--- config.mk ---
export PLATFORM = sky130hd
export DESIGN_NAME = operand_loader_flat
export DESIGN_NICKNAME = d
export VERILOG_FILES = /design/src/rtl/operand_loader_pkg.sv /design/src/rtl/operand_loader_if.sv /design/src/rtl/operand_loader.sv /design/src/flat_wrapper.sv
export SDC_FILE = /design/constraint.sdc
export NUM_CORES = 1
export LEC_CHECK = 0
export CORE_ASPECT_RATIO = 1.25
export CORE_MARGIN = 1.5
export CORE_UTILIZATION = 43
export DETAILED_ROUTE_END_ITERATION = 16
export PLACE_DENSITY = 0.75
export SLEW_MARGIN = 20
export SYNTH_ARGS = -nofsm -noshare
export SYNTH_HDL_FRONTEND = slang
export SYNTH_SLANG_ARGS = --single-unit
export TNS_END_PERCENT = 10
--- constraint.sdc ---
create_clock -name clk -period 1.7 [get_ports clk]
set_input_delay 0.34 -clock clk [delete_from_list [all_inputs] [get_ports clk]]
set_output_delay 0.34 -clock clk [all_outputs]
set_load 0.01 [all_outputs]
--- src/rtl/operand_loader_pkg.sv ---
`default_nettype none
// operand_loader_pkg: shared state encoding, widths and latency default for the operand loader.
// Rev 1.0
package operand_loader_pkg;

  localparam int LAT_DEFAULT = 3;
  localparam int BYTE_W      = 8;
  localparam int OPND_W      = 16;
  localparam int RES_W       = OPND_W + 1;

  typedef enum logic [2:0] {
    LOAD_A0 = 3'd0,
    LOAD_A1 = 3'd1,
    LOAD_B0 = 3'd2,
    LOAD_B1 = 3'd3,
    WAIT    = 3'd4,
    OUT     = 3'd5
  } state_e;

  function automatic logic is_load(input state_e s);
    return (s == LOAD_A0) || (s == LOAD_A1) || (s == LOAD_B0) || (s == LOAD_B1);
  endfunction

endpackage
`default_nettype wire

--- src/rtl/operand_loader_if.sv ---
`default_nettype none
// operand_loader_if: byte stream in, adder operand/result bus, and result handshake.
// Rev 1.0
interface operand_loader_if;
  import operand_loader_pkg::*;

  logic [BYTE_W-1:0] in_data;
  logic              in_valid;
  logic              in_ready;
  logic              in_sof;
  logic              in_cin;
  logic [OPND_W-1:0] ain;
  logic [OPND_W-1:0] bin;
  logic              cin;
  logic [OPND_W-1:0] sout;
  logic              cout;
  logic              res_valid;
  logic [RES_W-1:0]  res_data;
  logic              res_ready;

  // Loader side.
  modport slave (
    input  in_data, in_valid, in_sof, in_cin, sout, cout, res_ready,
    output in_ready, ain, bin, cin, res_valid, res_data
  );

  // Producer / adder / consumer side.
  modport master (
    output in_data, in_valid, in_sof, in_cin, sout, cout, res_ready,
    input  in_ready, ain, bin, cin, res_valid, res_data
  );

endinterface
`default_nettype wire

--- src/rtl/operand_loader.sv ---
`default_nettype none
// operand_loader: assembles two 16-bit operands from a byte stream, drives an external adder
// and captures its result LAT edges after the operand update. Rev 1.0
module operand_loader
  import operand_loader_pkg::*;
#(
  parameter int LAT = LAT_DEFAULT
) (
  input  logic            clk,
  input  logic            rst_n,
  operand_loader_if.slave bus
);

  localparam int              CNT_W    = $clog2(LAT + 1);
  localparam logic [CNT_W-1:0] CNT_LOAD = CNT_W'(LAT - 1);

  state_e            state_q, state_d;
  logic [CNT_W-1:0]  cnt_q, cnt_d;
  logic [BYTE_W-1:0] a_lo_q, a_lo_d;
  logic [BYTE_W-1:0] a_hi_q, a_hi_d;
  logic [BYTE_W-1:0] b_lo_q, b_lo_d;
  logic [OPND_W-1:0] ain_q, ain_d;
  logic [OPND_W-1:0] bin_q, bin_d;
  logic              cin_q, cin_d;
  logic [RES_W-1:0]  res_data_q, res_data_d;
  logic              res_valid_q, res_valid_d;
  logic              in_ready_q, in_ready_d;
  logic              xfer;

  assign xfer = bus.in_valid && in_ready_q;

  always_comb begin
    state_d    = state_q;
    cnt_d      = cnt_q;
    a_lo_d     = a_lo_q;
    a_hi_d     = a_hi_q;
    b_lo_d     = b_lo_q;
    ain_d      = ain_q;
    bin_d      = bin_q;
    cin_d      = cin_q;
    res_data_d = res_data_q;

    case (state_q)
      LOAD_A0, LOAD_A1, LOAD_B0, LOAD_B1: begin
        if (xfer) begin
          // A start-of-frame byte always restarts the frame, whatever was collected so far.
          if (bus.in_sof) begin
            a_lo_d  = bus.in_data;
            state_d = LOAD_A1;
          end else begin
            case (state_q)
              LOAD_A0: begin a_lo_d = bus.in_data; state_d = LOAD_A1; end
              LOAD_A1: begin a_hi_d = bus.in_data; state_d = LOAD_B0; end
              LOAD_B0: begin b_lo_d = bus.in_data; state_d = LOAD_B1; end
              default: begin
                ain_d   = {a_hi_q, a_lo_q};
                bin_d   = {bus.in_data, b_lo_q};
                cin_d   = bus.in_cin;
                cnt_d   = CNT_LOAD;
                state_d = WAIT;
              end
            endcase
          end
        end
      end
      WAIT: begin
        if (cnt_q == '0) begin
          res_data_d = {bus.cout, bus.sout};
          state_d    = OUT;
        end else begin
          cnt_d = cnt_q - 1'b1;
        end
      end
      OUT: begin
        if (bus.res_ready) state_d = LOAD_A0;
      end
      default: state_d = LOAD_A0;
    endcase

    in_ready_d  = is_load(state_d);
    res_valid_d = (state_d == OUT);
  end

  always_ff @(posedge clk or negedge rst_n) begin
    if (!rst_n) begin
      state_q     <= LOAD_A0;
      cnt_q       <= '0;
      a_lo_q      <= '0;
      a_hi_q      <= '0;
      b_lo_q      <= '0;
      ain_q       <= '0;
      bin_q       <= '0;
      cin_q       <= 1'b0;
      res_data_q  <= '0;
      res_valid_q <= 1'b0;
      in_ready_q  <= 1'b1;
    end else begin
      state_q     <= state_d;
      cnt_q       <= cnt_d;
      a_lo_q      <= a_lo_d;
      a_hi_q      <= a_hi_d;
      b_lo_q      <= b_lo_d;
      ain_q       <= ain_d;
      bin_q       <= bin_d;
      cin_q       <= cin_d;
      res_data_q  <= res_data_d;
      res_valid_q <= res_valid_d;
      in_ready_q  <= in_ready_d;
    end
  end

  assign bus.in_ready  = in_ready_q;
  assign bus.ain       = ain_q;
  assign bus.bin       = bin_q;
  assign bus.cin       = cin_q;
  assign bus.res_valid = res_valid_q;
  assign bus.res_data  = res_data_q;

endmodule
`default_nettype wire

--- src/flat_wrapper.sv ---
// flat-port wrapper written by rule: the top's interface ports become plain ports
module operand_loader_flat import operand_loader_pkg::*;
#(
  parameter int LAT = LAT_DEFAULT
)
  (clk, rst_n, bus_in_data, bus_in_valid, bus_in_sof, bus_in_cin, bus_sout, bus_cout, bus_res_ready, bus_in_ready, bus_ain, bus_bin, bus_cin, bus_res_valid, bus_res_data);
  operand_loader_if bus_i ();
  input  logic clk;
  input  logic rst_n;
  input wire logic [$bits(bus_i.in_data)-1:0] bus_in_data;
  input wire logic [$bits(bus_i.in_valid)-1:0] bus_in_valid;
  input wire logic [$bits(bus_i.in_sof)-1:0] bus_in_sof;
  input wire logic [$bits(bus_i.in_cin)-1:0] bus_in_cin;
  input wire logic [$bits(bus_i.sout)-1:0] bus_sout;
  input wire logic [$bits(bus_i.cout)-1:0] bus_cout;
  input wire logic [$bits(bus_i.res_ready)-1:0] bus_res_ready;
  output wire logic [$bits(bus_i.in_ready)-1:0] bus_in_ready;
  output wire logic [$bits(bus_i.ain)-1:0] bus_ain;
  output wire logic [$bits(bus_i.bin)-1:0] bus_bin;
  output wire logic [$bits(bus_i.cin)-1:0] bus_cin;
  output wire logic [$bits(bus_i.res_valid)-1:0] bus_res_valid;
  output wire logic [$bits(bus_i.res_data)-1:0] bus_res_data;
  assign bus_i.in_data = bus_in_data;
  assign bus_i.in_valid = bus_in_valid;
  assign bus_i.in_sof = bus_in_sof;
  assign bus_i.in_cin = bus_in_cin;
  assign bus_i.sout = bus_sout;
  assign bus_i.cout = bus_cout;
  assign bus_i.res_ready = bus_res_ready;
  assign bus_in_ready = bus_i.in_ready;
  assign bus_ain = bus_i.ain;
  assign bus_bin = bus_i.bin;
  assign bus_cin = bus_i.cin;
  assign bus_res_valid = bus_i.res_valid;
  assign bus_res_data = bus_i.res_data;
  operand_loader #(.LAT(LAT)) u_core (.clk(clk), .rst_n(rst_n), .bus(bus_i));
endmodule
==> results of run 1 <==
[synth_stat cells (2+ instances only)]
master / count
nor2_1: 5
a21oi_1: 2
nand2_1: 3
mux2_4: 9
buf_2: 3
buf_6: 3
nand3b_1: 2
mux2_2: 65
dfrtp_1: 80
inv_1: 3
or4b_2: 2
[critical path: stages]
cell and delay (ns):
clkdlybuf4s50_1 0.44, and4bb_4 0.39, and3_4 0.24, buf_12 0.15, mux2_2 0.33
[sequential cells by signal, summed over array words and instances, names as in the netlist]
name / cells
u_core.state_q: 3
u_core.bus.in_ready: 1
u_core.cnt_q: 2
u_core.b_lo_q: 8
u_core.a_lo_q: 8
u_core.bus.res_valid: 1
u_core.bus.res_data: 17
u_core.a_hi_q: 8
u_core.bus.cin: 1
u_core.bus.ain: 16
u_core.bus.bin: 16
[final cells by class]
type                       instances  area (um2)
fill                             566        2550
inverter                           3        11.3
multi-input combinational        102        1090
tap                               90         113
timing repair buffer             102        1050
sequential                        81        2030
clock inverter                     7        95.1
clock buffer                       9         124
[what timing repair did]
action                                  4_1_cts  5_1_grt
gates cloned                                  0        1
endpoints found under the setup margin        1        9
resized for setup                             1        2
hold endpoints to repair                      0        0
[layer usage]
layer	routed length (um)	up-vias
li1	-	897
met5	0	-
met3	449	8
met4	90	0
met2	3030	69
met1	2620	973
[cells by family after synthesis]
family                     Yosys count  synth area share
xor gates and xnor gates             1           0.00276
and+or+nand+nor                     19            0.0453
adders and majority gates            1           0.00394
muxes                               74             0.273
DFF                                 81             0.639
buffers and inverters                9            0.0189
AOI/OAI and AO/OA                    7            0.0169
[per-stage QoR]
step | instance area (um2) | setup TNS [ns]
after floorplan | 3180 | -0.138
after global placement | 4260 | -9.74
after detailed placement | 4260 | -11.62
final | 4510 | 0
after global routing | 4510 | 0
after CTS | 4480 | 0
[power by group]
group | total (mW) | internal [mW] | switching, mW
registers | 3.20 | 2.75 | 0.454
logic | 2.78 | 1.83 | 0.946
clock network | 1.51 | 0.823 | 0.691
total | 7.50 | 5.40 | 2.09
[final timing paths]
| path | end | cells past startpoint | from | slack [ns] |
|---|---|---|---|---|
| max in group asynchronous | u_core.bus.in_ready | 2 | rst_n | 1.34 |
| setup reg to reg | u_core.bus.bin[5] | 4 | u_core.bus.in_ready | 0.05 |
| min in group clk | u_core.bus.ain[5] | 1 | u_core.a_lo_q[5] | 0.50 |
| setup / recovery | u_core.bus.bin[5] | 5 | bus_in_sof | 0.04 |
| hold reg to reg | u_core.bus.ain[5] | 1 | u_core.a_lo_q[5] | 0.50 |
| hold / removal | u_core.state_q[1] | 2 | rst_n | -0.008 |
==> flow_metrics.env, run 1 <==
export IMPL_setup_viol=0
export IMPL_dr_total_vias=1947
export IMPL_status="finished with violations"
export IMPL_postCtsSetupBuffers=0
export IMPL_synth_distinct_cells=26
export IMPL_antenna_found_initial=0
export IMPL_ys_ff_latch=81
export IMPL_design_die_area_um2=7910
export IMPL_leakage_nw=2.01
export IMPL_syn_inst=192
export IMPL_hold_violations=5
export IMPL_synth_top_cell_by_area="dfrtp_1"
export IMPL_placedCellCount=377
export IMPL_io_pins=83
export IMPL_route_detailed_drc=0
export IMPL_coreArea_um2=7060
export IMPL_areaGrowthSynthToFinish_pct=42.1
export IMPL_maxCapViolCount=0
export IMPL_path_clk_slew_ns=0.08
export IMPL_synthTopCellsByArea="dfrtp_1 (63%), mux2_2 (23%), mux2_4 (4.3%), buf_6 (1.1%), dfstp_2 (0.83%)"
export IMPL_synth_warnings=0
export IMPL_use_met2=0.273
export IMPL_crit_fanout=10
export IMPL_critPathLaunchType="input pin"
export IMPL_slew_headroom=0.717
export IMPL_synth_nets=224
export IMPL_cp_required_ns=1.93
export IMPL_wl_mm=6.20
export IMPL_rows=34
export IMPL_dp_slack_ns=-0.340
export IMPL_synth_seq_area_share=0.639
export IMPL_grt_ovfl_total=0
export IMPL_use_met1=0.204
export IMPL_cts_buffers=9
export IMPL_min_period_ns=1.66
export IMPL_clk_latency_ns=0.34
export IMPL_drive_gt1_frac=0.391
export IMPL_place_hpwl_mm=4.18
export IMPL_syn_area_per_cell_um2=16.5
export IMPL_postRouteAntennaNets=0
export IMPL_drt_iter0_drc=76
export IMPL_cts_tree="done"
export IMPL_place_gp_congestion=0.741
export IMPL_initial_core_util=0.450
export IMPL_post_route_util=0.639
export IMPL_hold_class="in2async"
export IMPL_dr_pass1_iters=4
export IMPL_setup_ws_ns=0.0400
export IMPL_netlist_area_um2=3170
export IMPL_p_per_area_nw_per_um2=1660
export IMPL_power_mw=7.50
export IMPL_synthArstFlopShare=1.00
export IMPL_cts_root_buf="clkbuf_8"
export IMPL_clk_path_buf_depth=2
export IMPL_grt_pass1_vias=2002
export IMPL_wl_per_cell_um=15.7
export IMPL_htreeDepth=3
export IMPL_mostFrequentLayoutCells="clkdlybuf4s50_1 (80), dfrtp_1 (80), mux2_2 (65)"
export IMPL_nNetsFinal=331
export IMPL_synth_ff_type="dfrtp_1"
export IMPL_io_buffers=82
export IMPL_die_x_um=79.9
export IMPL_antenna_cells=0
export IMPL_top_usage_layer="met2"
export IMPL_arrival_ns=1.89
export IMPL_drv_slew=0
export IMPL_timing_fmax_ghz=0.602
export IMPL_synth_edff_count=0
export IMPL_die_y_um=99.1
export IMPL_viasPerCell=4.94
export IMPL_ir_drop_mv=0.768
export IMPL_clock_sinks=81
export IMPL_final_cells=394
export IMPL_met3_usage=0.0491
export IMPL_yosys_area_top_type_share=0.631
export IMPL_grt_use_total=0.165
export IMPL_hold_ws_ns=-0.00774
export IMPL_grt_start_max_net_pins=82
export IMPL_violations="negative hold slack"
export IMPL_grt_pass1_wl_mm=9.83
export IMPL_crit_type="in2reg"
export IMPL_hold_buffers=0
export IMPL_tightest_slew_ns=0.425
export IMPL_fin_skew_ns=0.00847
export IMPL_rsz0062_at_grt="no"
export IMPL_fin_crit_sh=0.976
export IMPL_endpoint_kind="flip-flop"
Note: power is estimated with default switching activity, not from simulation.
==> run 2: changes to the inputs <==
--- a/config.mk
+++ b/config.mk
@@ -5,6 +5,7 @@
 export SDC_FILE = /design/constraint.sdc
 export NUM_CORES = 1
 export LEC_CHECK = 0
+export CAP_MARGIN = 10
 export CORE_ASPECT_RATIO = 1.25
 export CORE_MARGIN = 1.5
 export CORE_UTILIZATION = 43
==> results of run 2 <==
The final DEF is identical to that of run 1; final timing and power are the same.
